File: config.mk
export PLATFORM = sky130hd
export DESIGN_NAME = switch_debouncer
export DESIGN_NICKNAME = d
export VERILOG_FILES = /design/src/rtl/switch_debouncer.sv
export SDC_FILE = /design/constraint.sdc
export NUM_CORES = 1
export LEC_CHECK = 0
export BUFFER_PORTS_ARGS = -buffer_cell sky130_fd_sc_hd__buf_2
export CORE_UTILIZATION = 45
export CTS_BUF_LIST = sky130_fd_sc_hd__clkbuf_16
export CTS_CLUSTER_SIZE = 12
export DETAILED_ROUTE_END_ITERATION = 16
export GPL_ROUTABILITY_DRIVEN = 0
export PLACE_DENSITY = 0.71
export SKIP_CTS_REPAIR_TIMING = 1
export SYNTH_ARGS = -nofsm -noshare
export SYNTH_HDL_FRONTEND = slang
export SYNTH_SLANG_ARGS = --single-unit
File: constraint.sdc
create_clock -name clk -period 2.4 [get_ports clk]
set_input_delay 0.48 -clock clk [delete_from_list [all_inputs] [get_ports clk]]
set_output_delay 0.48 -clock clk [all_outputs]
set_load 0.01 [all_outputs]
File: src/rtl/switch_debouncer.sv
// switch_debouncer: conditions raw, bouncing board switches for the CPU.
// Each bit is passed through a two-flop synchronizer. A per-bit stability
// counter then confirms the level before the clean output vector updates.
// A one-cycle change pulse is produced per bit, plus a combined any_change flag.
// Optional build macro SWITCH_LATCH_EN adds sticky change flags
// (changed_latched) that are cleared by clear_latch. Without the macro,
// changed_latched is tied to 0 and no latch flops are built.
// Reset is asynchronous and active low (reset==0 clears all state).

module switch_debouncer #(
  parameter int WIDTH           = 10,
  parameter int DEBOUNCE_CYCLES = 500000,
  parameter int CNT_W           = 20
) (
  input  logic             clk,
  input  logic             reset,
  input  logic [WIDTH-1:0] switches_raw,
  output logic [WIDTH-1:0] switches,
  output logic [WIDTH-1:0] changed,
  output logic             any_change,
  input  logic             clear_latch,
  output logic [WIDTH-1:0] changed_latched
);

  // Terminal count: once a differing bit has been seen this many times
  // already, the next differing sample commits the new level.
  localparam logic [CNT_W-1:0] CNT_LAST = CNT_W'(DEBOUNCE_CYCLES - 1);

  logic [WIDTH-1:0] sync1;
  logic [WIDTH-1:0] sync2;
  logic [CNT_W-1:0] cnt [WIDTH];
  logic [WIDTH-1:0] differ;
  logic [WIDTH-1:0] update;

  // Two-flop synchronizer per bit, nothing between the flops.
  always_ff @(posedge clk or negedge reset) begin
    if (!reset) begin
      sync1 <= '0;
      sync2 <= '0;
    end else begin
      sync1 <= switches_raw;
      sync2 <= sync1;
    end
  end

  // Per-bit compare against the stable level and detect a completed count.
  always_comb begin
    differ = '0;
    update = '0;
    for (int i = 0; i < WIDTH; i++) begin
      differ[i] = sync2[i] ^ switches[i];
      update[i] = differ[i] && (cnt[i] == CNT_LAST);
    end
  end

  // Stability counters: count while differing, restart on agreement or commit.
  always_ff @(posedge clk or negedge reset) begin
    if (!reset) begin
      for (int i = 0; i < WIDTH; i++) begin
        cnt[i] <= '0;
      end
    end else begin
      for (int i = 0; i < WIDTH; i++) begin
        if (!differ[i] || update[i]) begin
          cnt[i] <= '0;
        end else begin
          cnt[i] <= cnt[i] + CNT_W'(1);
        end
      end
    end
  end

  // Registered outputs: commit new level, one-cycle pulses, combined flag.
  always_ff @(posedge clk or negedge reset) begin
    if (!reset) begin
      switches   <= '0;
      changed    <= '0;
      any_change <= 1'b0;
    end else begin
      switches   <= switches ^ update;
      changed    <= update;
      any_change <= |update;
    end
  end

`ifdef SWITCH_LATCH_EN
  // Sticky flags: set on a commit, a clear drops only bits not committing now.
  always_ff @(posedge clk or negedge reset) begin
    if (!reset) begin
      changed_latched <= '0;
    end else if (clear_latch) begin
      changed_latched <= update;
    end else begin
      changed_latched <= changed_latched | update;
    end
  end
`else
  // Feature not built: flags stay low and clear_latch is intentionally unused.
  logic unused_clear_latch;
  assign unused_clear_latch = clear_latch;
  assign changed_latched    = '0;
`endif

endmodule

[Word level (Yosys, flattened, before mapping)]
Index checks and enable logic that the tools add are counted.
Storage, ports and cells
  input port bits: 13
  register bits: 241
  word-level logic and storage cells: 87
Cells by class
  reductions and logical operators: 31
  equal/unequal tests: 10
  bitwise logic cells: 11
  add/subtract/negate cells: 10
  muxes and demuxes: 10
Operators with widths (number)
  adder 20 x 1 -> 20 bit (second input constant): 10
  == test 20 x 19 -> 1 bit (second input constant): 10
  two-way mux 20 bit: 10
  logical AND 1 bit: 10
  logical NOT 1 bit: 10
  logical OR 1 bit: 10
  OR reduction 10 bit: 1
  bitwise XOR 1 bit: 10
  bitwise XOR 10 bit: 1

[Longest topological paths before layout]
  depth in word-level cells: 4
  depth in mapped cells: 9
  gate-level depth less buffers: 6

[Least setup slack after synthesis]
Ideal clock, no wire load.
  path type: reg-to-reg
  start point: reg cnt[180] (netlist name)
  end point: reg any_change
  setup time: 0.138 ns
  arrival time: 1.872 ns
  buffers on the path: 1
  cell stages (with the launch flop): 8
  setup slack: 0.389 ns
  clock period less this slack: 2.011 ns
  path through: dfrtp_1 ha_1 and3_1 buf_6 nand4_1 nor3_1 or4_1 or4_1
On the way
  word-level cells in the longest chain between the ends: 3
RTL lines
  start, declared: line 31  | logic [CNT_W-1:0] cnt [WIDTH];
  start signal, assigned by index: line 67  | cnt[i] <= cnt[i] + CNT_W'(1);
  == test 20 x 19 -> 1 bit: line 52  | update[i] = differ[i] && (cnt[i] == CNT_LAST);
  logical AND 1 bit: line 52
  named net update[0]: line 33  | logic [WIDTH-1:0] update;
  OR reduction 10 bit: line 82  | any_change <= |update;
  end signal, assigned: line 82
  end, declared: line 20  | output logic any_change,
The timed path passes the listed nets, and every way through them passes these cells.

[Worst setup path in the final report]
  start point: reg cnt[60] (netlist name)
  end point: reg any_change
The elaborated chain is that of the path after synthesis.

==> results.txt <==
The most common cell in the synthesized netlist is sky130_fd_sc_hd__dfrtp_1. The number of iterations in the first detailed-routing pass is 6. For the pin with the worst max-slew slack, the measured transition is 0.7262 ns. The final clock period utilization by the worst path is 0.9112. After synthesis, the share of flip-flops with an asynchronous set or reset is 1.000. After synthesis the netlist holds a flip-flop and latch count of 241. The path with the worst hold slack has its endpoint at sync1[1]$_DFF_PN0_.

The count of endpoints failing hold in the final timing report is 0. The signed area change from the synthesized netlist to the final layout is 11.50%. The detailed-route DRC error count is 0.

The worst slack at placement is 0.2088 ns. The number of top-level design ports is 44. The hold path startpoint is switches_raw[1].

The insertion delay to the later sink of the worst-skew pair is 0.53 ns. The number of nets in the final layout is 1151. The worst min-delay path class is primary input to register.

The setup slack of the worst register-to-register path is 0.21 ns. The number of antenna violations at the first check in global routing was 0. The top cell type's share of synthesized area came out at 0.5397. The width of the chip is 159.6 um.

For this design the static power due to leakage is 5.491 nW. The average instance in the mapped netlist occupies 10.34 um2. The critical path is of the register to register type.

The half-perimeter wire length of the detailed placement result is 13.19 mm. The maximum count of clock buffers along a single path came out at 3. Setup violations remaining at the end of the flow were counted as 0.

Dividing total power by cell area gives a power density of 639.2 mW/mm2. In the final timing run, aggregate negative setup slack is 0 ns. TritonCTS built the clock tree. The via count normalized by instance count is 5.109. The total vias in the final route came out at 7505. The floorplan row count is 57. The worst path arrival time is 2.57 ns. The mapped cell area is 0.01117 mm2. Setup repair after global routing left no endpoint under its margin.

The depth of the worst hold-timing path is 1. In this run the remaining antenna-violating nets after routing total 0. The worst path needs 2.187 ns of the cycle, external delays included. The final instance area came out at 0.01246 mm2. After filler insertion, the fill cell instance count of the layout stands at 2183. The capturing element type of the critical path is a register. The headroom to the max-slew limit came out at 0.5090. The cell count of the worst reg-to-reg path is 6.

For this run, the top clock speed supported by timing is 457.3 MHz. Counting flops with a built-in enable in the synthesized netlist gives 0. The deepest level of the CTS H-tree came out at 1. In the global route stage, overall resource usage came out at 0.1609.

The clock slew seen by the registers of the worst setup and hold paths is 0.06 ns. The total detailed-routing wirelength is 19.54 mm. The part of the Yosys area used for sequential elements came out at 0.5397. For this run the aggregate overflow at the end of global routing stands at 0. During synthesis, Yosys emitted a total of 0 warnings.

The first global-routing pass estimated 34.53 mm of wire. The kind of launch point of the worst setup path is a register. The post-synthesis instance total is 1081. The worst-case setup margin in the final layout came out at 0.2131 ns. The final routed wire length divided by cell count came out at 13.30 um. The terminus of the critical flop-to-flop path is any_change$_DFF_PN0_. The die is 159.6 um tall. The count of maximum capacitance violations came out at 0. The worst IR drop on VDD is 0.6466 mV. After the first detailed-routing iteration, the DRC count stood at 260. The run finished with clean final reports.

The worst-path maximum fanout came out at 4. The number of global-route vias before repair is 7318. The buffer type at the clock tree root is sky130_fd_sc_hd__clkbuf_16. The synthesized design spends more area on one cell type than any other, namely sky130_fd_sc_hd__dfrtp_1.

The number of buffers added on ports is 32. The placeable core area came out at 0.02432 mm2. The data required time at the worst endpoint came out at 2.79 ns. The total number of clock tree sinks is 241.

The TritonCTS buffer count is 26. The number of slew-limit violations in the final report came out at 0. The overall die area is 0.02547 mm2. In the synthesized netlist, the cells that appear most often are sky130_fd_sc_hd__dfrtp_1, sky130_fd_sc_hd__nor2_1, sky130_fd_sc_hd__xor2_1.

The count of cell types in the netlist came out at 38. For this run, the leading register cell type out of synthesis is sky130_fd_sc_hd__dfrtp_1. Sorting the synthesized cells by area gives the leading types as sky130_fd_sc_hd__dfrtp_1, sky130_fd_sc_hd__nor2_1, sky130_fd_sc_hd__xor2_1. The fraction of layout cells with a size suffix above 1 is 0.09869. The final antenna diode count came out at 0. The total cell area at the placement stage is 0.01170 mm2. The startpoint of the worst-slack reg-to-reg timing path is cnt[60]$_DFF_PN0_. The largest net degree at the start of global routing came out at 54. The clock arrives with 0.02036 ns of skew. The effective utilization at floorplan is 0.4595.
-- state kept, by name, indices dropped and copies added (netlist names), named ones only --
register	flops
sync2	10
sync1	10
changed	10
cnt	200
any_change	1
-- cells by family after synthesis --
| logic type | share of synthesized area |
|---|---|
| other | 0.0003356 |
| DFF | 0.5397 |
| adders and majority gates | 0.01120 |
| muxes | 0.01041 |
| xor gates and xnor gates | 0.1489 |
| and+or+nand+nor | 0.2616 |
| buffers and inverters | 0.02788 |
-- through the flow --
step | utilization | power (mW) | cells | hold slack (ns)
final | 0.5123 | 7.964 | 1469 | 0.04928
after global routing | 0.5123 | 8.287 | 1469 | 0.03614
after CTS | 0.5119 | 8.082 | 1468 | -0.1457
after detailed placement | 0.4810 | 4.507 | 1423 | 0.3371
after global placement | 0.4810 | 4.499 | 1423 | 0.3326
after floorplan | - | 4.380 | 1090 | 0.1844
-- report_power, final --
part	switching [mW]	internal [mW]	total, mW
Sequential	0.0497	4.12	4.17
Clock	1.53	2.01	3.54
Combinational	0.178	0.0750	0.253
Total	1.76	6.20	7.96
-- cells in the final DEF, fill, tap and decap left out, types with 28 or more instances in the layout --
cell type                   n
sky130_fd_sc_hd__dfrtp_1  241
sky130_fd_sc_hd__nor2_1   240
sky130_fd_sc_hd__xor2_1    98
sky130_fd_sc_hd__xnor2_1   92
sky130_fd_sc_hd__nand3_1   67
sky130_fd_sc_hd__nand2_1   54
sky130_fd_sc_hd__nand4_1   49
sky130_fd_sc_hd__and3_1    31
sky130_fd_sc_hd__buf_2     31
sky130_fd_sc_hd__inv_1     30
sky130_fd_sc_hd__nor4b_1   28
-- how the worst max path moves through the flow --
stage	startpoint	end	slack, ns	cells past startpoint
6_report	cnt[60]$_DFF_PN0_	any_change$_DFF_PN0_	0.21	6
5_1_grt	cnt[40]$_DFF_PN0_	any_change$_DFF_PN0_	0.11	6
4_1_cts	cnt[60]$_DFF_PN0_	any_change$_DFF_PN0_	0.18	6
3_5_place_dp	cnt[60]$_DFF_PN0_	any_change$_DFF_PN0_	0.21	6
3_3_place_gp	cnt[60]$_DFF_PN0_	any_change$_DFF_PN0_	0.24	6
2_1_floorplan	cnt[180]$_DFF_PN0_	any_change$_DFF_PN0_	0.39	7
-- critical path, stage by stage, from the launching register on --
cell and delay, ns:
sky130_fd_sc_hd__dfrtp_1 0.40, sky130_fd_sc_hd__ha_1 0.25, sky130_fd_sc_hd__and3_4 0.17, sky130_fd_sc_hd__nand4_2 0.08, sky130_fd_sc_hd__nor3_1 0.07, sky130_fd_sc_hd__or4_1 0.58
sky130_fd_sc_hd__or4_1 0.49
-- per-layer routing --
layer	vias up	wire length, um	global-route usage
met3	31	625	0.02787
met5	-	0	0
met1	3681	9632	0.2296
met2	77	8880	0.2533
li1	3716	-	-
met4	0	403	0.04327
-- area by class of cell --
| type | count | area (um2) | share of cell area |
|---|---|---|---|
| Clock buffer | 27 | 675.6 | 0.05423 |
| Clock inverter | 18 | 76.32 | 0.006126 |
| Inverter | 22 | 82.58 | 0.006628 |
| Multi-Input combinational cell | 790 | 4866 | 0.3905 |
| Sequential cell | 241 | 6031 | 0.4840 |
| Tap cell | 324 | 405.4 | 0.03254 |
| Timing Repair Buffer | 47 | 322.8 | 0.02591 |
Power figures use the tool's default switching activity.
